[config.mk]
export PLATFORM = sky130hd
export DESIGN_NAME = text_row_fetcher_flat
export DESIGN_NICKNAME = d
export VERILOG_FILES = /design/src/rtl/svga_text_pkg.sv /design/src/rtl/text_row_fetcher_if.sv /design/src/rtl/text_pix_shifter.sv /design/src/rtl/text_row_fetcher.sv /design/src/flat_wrapper.sv
export SDC_FILE = /design/constraint.sdc
export NUM_CORES = 1
export LEC_CHECK = 0
export BUFFER_PORTS_ARGS = -buffer_cell sky130_fd_sc_hd__clkbuf_2
export CORE_MARGIN = 3
export CORE_UTILIZATION = 55
export DETAILED_ROUTE_END_ITERATION = 10
export PLACE_DENSITY_LB_ADDON = 0.15
export SYNTH_ARGS = -nofsm -noshare
export SYNTH_HDL_FRONTEND = slang
export SYNTH_SLANG_ARGS = --single-unit
[constraint.sdc]
create_clock -name pixel_clock -period 2.48 [get_ports pixel_clock]
set_input_delay 0.372 -clock pixel_clock [delete_from_list [all_inputs] [get_ports pixel_clock]]
set_output_delay 0.372 -clock pixel_clock [all_outputs]
set_load 0.01 [all_outputs]
[src/rtl/svga_text_pkg.sv]
// Shared constants, state encoding and ROM address helper for the text-mode
// character fetch path.
package svga_text_pkg;

  localparam int CHAR_W     = 8;
  localparam int GLYPH_ROWS = 16;
  localparam int ROM_AW     = 12;
  localparam int INV_BIT    = 6;
  localparam int ROW_W      = $clog2(GLYPH_ROWS);

  typedef enum logic [1:0] {
    IDLE   = 2'd0,
    FILL   = 2'd1,
    ACTIVE = 2'd2,
    DRAIN  = 2'd3
  } line_state_e;

  // Char ROM address: character code in the upper bits, glyph row below.
  function automatic logic [ROM_AW-1:0] glyph_addr(input logic [CHAR_W-1:0] code,
                                                   input logic [ROW_W-1:0]  row);
    return {code, row};
  endfunction

endpackage

[src/rtl/text_row_fetcher_if.sv]
// Scanline control, VRAM read port, char ROM port and pixel output bundle
// of the text row fetcher.
interface text_row_fetcher_if #(
  parameter int VADDR_W = 9
);
  import svga_text_pkg::*;

  logic                line_start;
  logic [VADDR_W-1:0]  row_base;
  logic [ROW_W-1:0]    char_row;
  logic                inv_en;

  logic                vram_rd;
  logic [VADDR_W-1:0]  vram_addr;
  logic [CHAR_W-1:0]   vram_data;

  logic [ROM_AW-1:0]   rom_addr;
  logic [CHAR_W-1:0]   rom_data;

  logic                pix;
  logic                pix_valid;
  logic                busy;
  logic                line_done;

  modport master (
    input  line_start, row_base, char_row, inv_en, vram_data, rom_data,
    output vram_rd, vram_addr, rom_addr, pix, pix_valid, busy, line_done
  );

  modport slave (
    output line_start, row_base, char_row, inv_en, vram_data, rom_data,
    input  vram_rd, vram_addr, rom_addr, pix, pix_valid, busy, line_done
  );

endinterface

[src/rtl/text_pix_shifter.sv]
// Glyph serialiser: loads one glyph byte, emits it MSB-first with each pixel
// held PIX_REP cycles, and flags the last cycle of the character slot.
module text_pix_shifter
  import svga_text_pkg::*;
#(
  parameter int PIX_REP = 1
) (
  input  logic              clk_i,
  input  logic              rst_ni,
  input  logic              load_i,
  input  logic [CHAR_W-1:0] data_i,
  input  logic              inv_i,
  output logic              pix_o,
  output logic              pix_valid_o,
  output logic              slot_end_o
);

  localparam int REP_W = (PIX_REP > 1) ? $clog2(PIX_REP) : 1;
  localparam logic [REP_W-1:0] REP_LAST = REP_W'(PIX_REP - 1);

  // sreg holds the bits still to be shown; the bit on display lives in pix_q.
  logic [CHAR_W-1:0] sreg_q, sreg_d;
  logic [REP_W-1:0]  rep_q, rep_d;
  logic [2:0]        bit_q, bit_d;
  logic              inv_q, inv_d;
  logic              active_q, active_d;
  logic              pix_q, pix_d;
  logic              valid_q, valid_d;
  logic              pix_tick;

  assign pix_tick    = active_q && (rep_q == REP_LAST);
  assign slot_end_o  = pix_tick && (bit_q == 3'd7);
  assign pix_o       = pix_q;
  assign pix_valid_o = valid_q;

  always_comb begin
    sreg_d   = sreg_q;
    rep_d    = rep_q;
    bit_d    = bit_q;
    inv_d    = inv_q;
    active_d = active_q;
    pix_d    = pix_q;
    valid_d  = valid_q;
    if (load_i) begin
      sreg_d   = {data_i[CHAR_W-2:0], 1'b0};
      inv_d    = inv_i;
      rep_d    = '0;
      bit_d    = 3'd0;
      active_d = 1'b1;
      pix_d    = data_i[CHAR_W-1] ^ inv_i;
      valid_d  = 1'b1;
    end else if (slot_end_o) begin
      // No follow-on glyph: the line has ended, blank the output.
      rep_d    = '0;
      bit_d    = 3'd0;
      active_d = 1'b0;
      pix_d    = 1'b0;
      valid_d  = 1'b0;
    end else if (pix_tick) begin
      rep_d  = '0;
      bit_d  = bit_q + 3'd1;
      sreg_d = {sreg_q[CHAR_W-2:0], 1'b0};
      pix_d  = sreg_q[CHAR_W-1] ^ inv_q;
    end else if (active_q) begin
      rep_d = rep_q + REP_W'(1);
    end
  end

  always_ff @(posedge clk_i or negedge rst_ni) begin
    if (!rst_ni) begin
      sreg_q   <= '0;
      rep_q    <= '0;
      bit_q    <= 3'd0;
      inv_q    <= 1'b0;
      active_q <= 1'b0;
      pix_q    <= 1'b0;
      valid_q  <= 1'b0;
    end else begin
      sreg_q   <= sreg_d;
      rep_q    <= rep_d;
      bit_q    <= bit_d;
      inv_q    <= inv_d;
      active_q <= active_d;
      pix_q    <= pix_d;
      valid_q  <= valid_d;
    end
  end

endmodule

[src/rtl/text_row_fetcher.sv]
// Per-scanline text fetcher: VRAM code read -> char ROM lookup -> glyph
// serialisation, with the next fetch timed to land exactly on the slot boundary.
module text_row_fetcher
  import svga_text_pkg::*;
#(
  parameter int COLS    = 32,
  parameter int PIX_REP = 1,
  parameter int VADDR_W = 9
) (
  input  logic                pixel_clock,
  input  logic                reset_n,
  text_row_fetcher_if.master  bus
);

  localparam int SLOT  = 8 * PIX_REP;
  localparam int CNT_W = $clog2(SLOT);
  // Fetch latency from decision to shifter load is 4 cycles (issue, F0..F2).
  localparam logic [CNT_W-1:0] ISSUE_AT = CNT_W'(SLOT - 5);
  localparam logic [CNT_W-1:0] CNT_MAX  = CNT_W'(SLOT - 1);
  localparam logic [7:0]       COL_END  = 8'(COLS);

  line_state_e         state_q, state_d;
  logic [VADDR_W-1:0]  row_base_q;
  logic [ROW_W-1:0]    char_row_q;
  logic                inv_en_q;
  logic [7:0]          col_q;
  logic                vram_rd_q;
  logic [VADDR_W-1:0]  vram_addr_q;
  logic                code_inv_q;
  logic [ROM_AW-1:0]   rom_addr_q;
  logic                f1_q, f2_q, f3_q;
  logic [CNT_W-1:0]    slot_cnt_q;
  logic                line_done_q;

  logic                fetch_go;
  logic                done_d;
  logic [VADDR_W-1:0]  fetch_addr;
  logic                slot_end;

  always_comb begin
    state_d    = state_q;
    fetch_go   = 1'b0;
    done_d     = 1'b0;
    fetch_addr = row_base_q + VADDR_W'(col_q);
    unique case (state_q)
      IDLE: begin
        if (bus.line_start) begin
          state_d    = FILL;
          fetch_go   = 1'b1;
          fetch_addr = bus.row_base;
        end
      end
      FILL: begin
        if (f3_q) begin
          state_d = (col_q == COL_END) ? DRAIN : ACTIVE;
        end
      end
      ACTIVE: begin
        if ((slot_cnt_q == ISSUE_AT) && (col_q != COL_END)) begin
          fetch_go = 1'b1;
        end
        if (f3_q && (col_q == COL_END)) begin
          state_d = DRAIN;
        end
      end
      DRAIN: begin
        if (slot_end && !f3_q) begin
          state_d = IDLE;
          done_d  = 1'b1;
        end
      end
      default: state_d = IDLE;
    endcase
  end

  always_ff @(posedge pixel_clock or negedge reset_n) begin
    if (!reset_n) begin
      state_q     <= IDLE;
      line_done_q <= 1'b0;
    end else begin
      state_q     <= state_d;
      line_done_q <= done_d;
    end
  end

  always_ff @(posedge pixel_clock or negedge reset_n) begin
    if (!reset_n) begin
      row_base_q  <= '0;
      char_row_q  <= '0;
      inv_en_q    <= 1'b0;
      col_q       <= 8'd0;
      vram_rd_q   <= 1'b0;
      vram_addr_q <= '0;
      code_inv_q  <= 1'b0;
      rom_addr_q  <= '0;
      f1_q        <= 1'b0;
      f2_q        <= 1'b0;
      f3_q        <= 1'b0;
      slot_cnt_q  <= '0;
    end else begin
      if ((state_q == IDLE) && bus.line_start) begin
        row_base_q <= bus.row_base;
        char_row_q <= bus.char_row;
        inv_en_q   <= bus.inv_en;
      end
      vram_rd_q <= fetch_go;
      if (fetch_go) begin
        vram_addr_q <= fetch_addr;
        col_q       <= (state_q == IDLE) ? 8'd1 : col_q + 8'd1;
      end
      f1_q <= vram_rd_q;
      f2_q <= f1_q;
      f3_q <= f2_q;
      // Only the inverse-video bit of the code is needed past the ROM lookup.
      if (f1_q) begin
        code_inv_q <= bus.vram_data[INV_BIT];
        rom_addr_q <= glyph_addr(bus.vram_data, char_row_q);
      end
      if (f3_q) begin
        slot_cnt_q <= '0;
      end else if (slot_cnt_q != CNT_MAX) begin
        slot_cnt_q <= slot_cnt_q + CNT_W'(1);
      end
    end
  end

  text_pix_shifter #(
    .PIX_REP (PIX_REP)
  ) u_shifter (
    .clk_i       (pixel_clock),
    .rst_ni      (reset_n),
    .load_i      (f3_q),
    .data_i      (bus.rom_data),
    .inv_i       (inv_en_q & code_inv_q),
    .pix_o       (bus.pix),
    .pix_valid_o (bus.pix_valid),
    .slot_end_o  (slot_end)
  );

  assign bus.vram_rd   = vram_rd_q;
  assign bus.vram_addr = vram_addr_q;
  assign bus.rom_addr  = rom_addr_q;
  assign bus.busy      = (state_q != IDLE);
  assign bus.line_done = line_done_q;

endmodule

[src/flat_wrapper.sv]
// flat-port wrapper written by rule: the top's interface ports become plain ports
module text_row_fetcher_flat import svga_text_pkg::*;
#(
  parameter int COLS    = 32,
  parameter int PIX_REP = 1,
  parameter int VADDR_W = 9
)
  (pixel_clock, reset_n, bus_line_start, bus_row_base, bus_char_row, bus_inv_en, bus_vram_data, bus_rom_data, bus_vram_rd, bus_vram_addr, bus_rom_addr, bus_pix, bus_pix_valid, bus_busy, bus_line_done);
  text_row_fetcher_if #(.VADDR_W(VADDR_W)) bus_i ();
  input  logic pixel_clock;
  input  logic reset_n;
  input wire logic [$bits(bus_i.line_start)-1:0] bus_line_start;
  input wire logic [$bits(bus_i.row_base)-1:0] bus_row_base;
  input wire logic [$bits(bus_i.char_row)-1:0] bus_char_row;
  input wire logic [$bits(bus_i.inv_en)-1:0] bus_inv_en;
  input wire logic [$bits(bus_i.vram_data)-1:0] bus_vram_data;
  input wire logic [$bits(bus_i.rom_data)-1:0] bus_rom_data;
  output wire logic [$bits(bus_i.vram_rd)-1:0] bus_vram_rd;
  output wire logic [$bits(bus_i.vram_addr)-1:0] bus_vram_addr;
  output wire logic [$bits(bus_i.rom_addr)-1:0] bus_rom_addr;
  output wire logic [$bits(bus_i.pix)-1:0] bus_pix;
  output wire logic [$bits(bus_i.pix_valid)-1:0] bus_pix_valid;
  output wire logic [$bits(bus_i.busy)-1:0] bus_busy;
  output wire logic [$bits(bus_i.line_done)-1:0] bus_line_done;
  assign bus_i.line_start = bus_line_start;
  assign bus_i.row_base = bus_row_base;
  assign bus_i.char_row = bus_char_row;
  assign bus_i.inv_en = bus_inv_en;
  assign bus_i.vram_data = bus_vram_data;
  assign bus_i.rom_data = bus_rom_data;
  assign bus_vram_rd = bus_i.vram_rd;
  assign bus_vram_addr = bus_i.vram_addr;
  assign bus_rom_addr = bus_i.rom_addr;
  assign bus_pix = bus_i.pix;
  assign bus_pix_valid = bus_i.pix_valid;
  assign bus_busy = bus_i.busy;
  assign bus_line_done = bus_i.line_done;
  text_row_fetcher #(.COLS(COLS), .PIX_REP(PIX_REP), .VADDR_W(VADDR_W)) u_core (.pixel_clock(pixel_clock), .reset_n(reset_n), .bus(bus_i));
endmodule
==> summary.txt <==
Logic synthesis
  – Top-count cell post-synth: dfrtp_1
  – Flops & latches, synth: 67
  – Post-Syn Nets: 372
  – EDFF count, synth: 0
  – Post-Syn Area per Cell: 10.3 um^2
  – Largest area contributor in the netlist: dfrtp_1
  – Sequential fraction of the synthesis area: 0.512
  – Synth cell types: 44
  – Most used DFF post-synth: dfrtp_1
  – Top cell type's share of synthesized area: 0.512
  – YS warnings: 0
  – Async SR Flop Fraction: 1.00
  – List of most frequent post-synthesis cells: 67 x dfrtp_1, 56 x nand2_1, 23 x o21ai_0
  – Synthesized cell area: 3270 um^2
  – Synth area leaders: dfrtp_1 51%, ha_1 7.3%, nand2_1 6.4%
  – Mapped Cells: 319

Global routing
  – Via count of the first global-routing pass: 2,490
  – GRT Util Overall: 0.209
  – Overflow after GRT: 0
  – First-pass GRT wire length: 11,600 um
  – Initial antenna violation count: 0
  – Pin count of the biggest net entering global routing: 31

Cells and area
  – Storage cell area: 1680 um^2
  – Syn-to-layout area delta: 18.5%
  – Antenna cells: 0
  – Layout cells sized above 1: 0.256
  – Final #Nets: 434
  – Finished Core Util: 0.687
  – Area of the multi-input gates: 1480 um^2
  – FILL cells: 457

Routing
  – Routed vias/inst: 5.30
  – Total Wirelength: 6570 um
  – DR iter-0 viols: 97
  – Drt drc: 0
  – Antenna Nets Post-Route: 0
  – Pre-antenna DRT Iters: 4
  – Routed wire per std cell: 14.3 um
  – Via count: 2,426

Clock tree
  – Buffer count from post-CTS setup fixing: 0
  – CTS Buffer Depth: 2
  – Resized cells post-CTS: 0
  – Hold-fix buffers at CTS: 0
  – Skew-Pair Late Insertion Delay: 0.34 ns
  – CTS root buf: clkbuf_8
  – CTS sink count: 67
  – H-Tree Depth: 3
  – Clock slew at reported path FFs: 0.07 ns
  – TritonCTS clock tree: yes
  – Cts bufs inserted: 9

Setup path
  – Max stage delay on crit path: 0.47 ns
  – Top cell family by delay on the critical path: buffers and inverters
  – CP startpoint kind: flip-flop
  – Buffers & Inverters on Critical Path: 3
  – Slowest CP cell: ha_1
  – Crit Path Class: flip-flop to output port
  – CP dominant cell by count: inv_1
  – Arrival time at the worst endpoint: 1.75 ns
  – Critical Path Sink Type: output port
  – Worst Path Required: 2.11 ns
  – Crit-path max FO: 14
  – Crit path cell chain: inv_1 -> ha_1 -> inv_1 -> clkbuf_2

STA
  – Final Setup Violations: 0
  – Crit share post-route: 0.855
  – Endpoints failing hold: 0
  – Setup TNS: 0 ns
  – WHS: 0.0757 ns
  – Slew headroom: 0.530
  – Final Max Slew Viols: 0
  – Maximum clock rate: 472 MHz
  – Skew final: 0.00847 ns
  – Worst Tran Pin Value: 0.705 ns
  – Period minus WS final: 2.12 ns
  – Unrepaired setup endpoints after global routing: false

Placement
  – Detail Placement HPWL: 4870 um
  – # port buffers: 58
  – RePlAce Congestion: 0.790

Floorplanning
  – Initial Utilization: 0.580
  – Core area: 5640 um^2
  – Die H: 83.1 um
  – FP Rows: 27
  – Die width: 83.1 um
  – I/O pin cnt: 59
  – Area of the die: 6910 um^2

Power and ir drop
  – Power Density: 1190 nW/um^2
  – Peak VDD IR: 799 uV
  – Pleak: 1.96 nW

Flow run
  – Maxcap violations: 0

Hold path
  – HP Class: primary input to async pin

Run status
  – Status: complete, no violations
-- stage by stage --
| step | std cells | instance area, um^2 | total power, mW | setup WS, ns |
|---|---|---|---|---|
| 2_1_floorplan | 319 | 3270 | 3.08 | 0.627 |
| 3_5_place_dp | 442 | 3650 | 3.64 | 0.402 |
| 5_1_grt | 458 | 3880 | 5.02 | 0.219 |
| 3_3_place_gp | 442 | 3650 | 3.55 | 0.475 |
| 4_1_cts | 458 | 3880 | 4.68 | 0.376 |
| 6_report | 458 | 3880 | 4.63 | 0.361 |
-- cells by family after synthesis --
logic type	synth area share
AOI/OAI and AO/OA	0.130
xor gates and xnor gates	0.0134
adders and majority gates	0.0788
buffers and inverters	0.0340
DFF	0.512
muxes	0.0784
and+or+nand+nor	0.153
-- worst paths after layout --
kind | slack, ns | to | cells after the start | from
max | 0.36 | bus_busy | 4 | u_core.state_q[0]
min | 0.08 | u_core.state_q[1] | 1 | reset_n
max reg2reg | 0.36 | u_core.bus.vram_addr[6] | 8 | u_core.col_q[1]
min reg2reg | 0.35 | u_core.f3_q | 0 | u_core.f2_q
max in group asynchronous | 1.75 | u_core.row_base_q[4] | 2 | reset_n
min in group pixel_clock | 0.22 | u_core.char_row_q[3] | 3 | bus_char_row[3]
-- power by group --
part	total (mW)	switching [mW]	internal (mW)	leakage [nW]
clock network	1.02	0.427	0.595	0.117
logic	1.76	0.969	0.791	1.01
registers	1.85	0.301	1.54	0.840
-- placed cells by master (no fill, tap or decap), types with 2 or more instances in the layout --
master and n:
dfrtp_1 67, clkbuf_2 57, nand2_1 56, o21ai_0 23, nor2_1 19, ha_1 19
nand3_1 14, mux2_2 13, inv_1 12, a21oi_1 12, mux2i_1 11, clkbuf_8 10
a21o_1 6, nor3_1 6, buf_4 6, xor2_1 4, a211oi_1 4, nor3b_1 3
nand2b_1 3, a31oi_1 3, o31ai_1 3, and2_1 2, or2_2 2, nor2b_1 2
o21a_1 2, o22ai_1 2, a22o_1 2, bufinv_16 2, clkinv_2 2
-- final cells by class --
type,count,share of cell area
sequential,67,0.433
multi-input combinational,226,0.383
timing repair buffer,65,0.0917
clock buffer,10,0.0355
tap,72,0.0232
clock inverter,6,0.0226
inverter,12,0.0116
-- per-layer routing --
layer  track usage  share of wire
met1         0.272           0.46
met2         0.338           0.49
met3        0.0526          0.036
met4        0.0758          0.013
met5             0              0
-- state kept, by name (all words and copies together), names as in the netlist, 2 cells and up --
name,cells
u_core.bus.rom_addr,12
u_core.bus.vram_addr,9
u_core.row_base_q,9
u_core.col_q,8
u_core.u_shifter.sreg_q,7
u_core.char_row_q,4
u_core.slot_cnt_q,3
u_core.u_shifter.bit_q,3
u_core.state_q,2
-- worst reg2reg max path, cell delays in order (launching register included) --
cell and delay [ns]:
dfrtp_1 0.43, inv_1 0.13, ha_1 0.17, nor4b_2 0.39, a21o_1 0.35, buf_4 0.23
nor3_1 0.05, mux2i_1 0.16, nand3_1 0.10
Note: power is estimated with default switching activity, not from simulation.
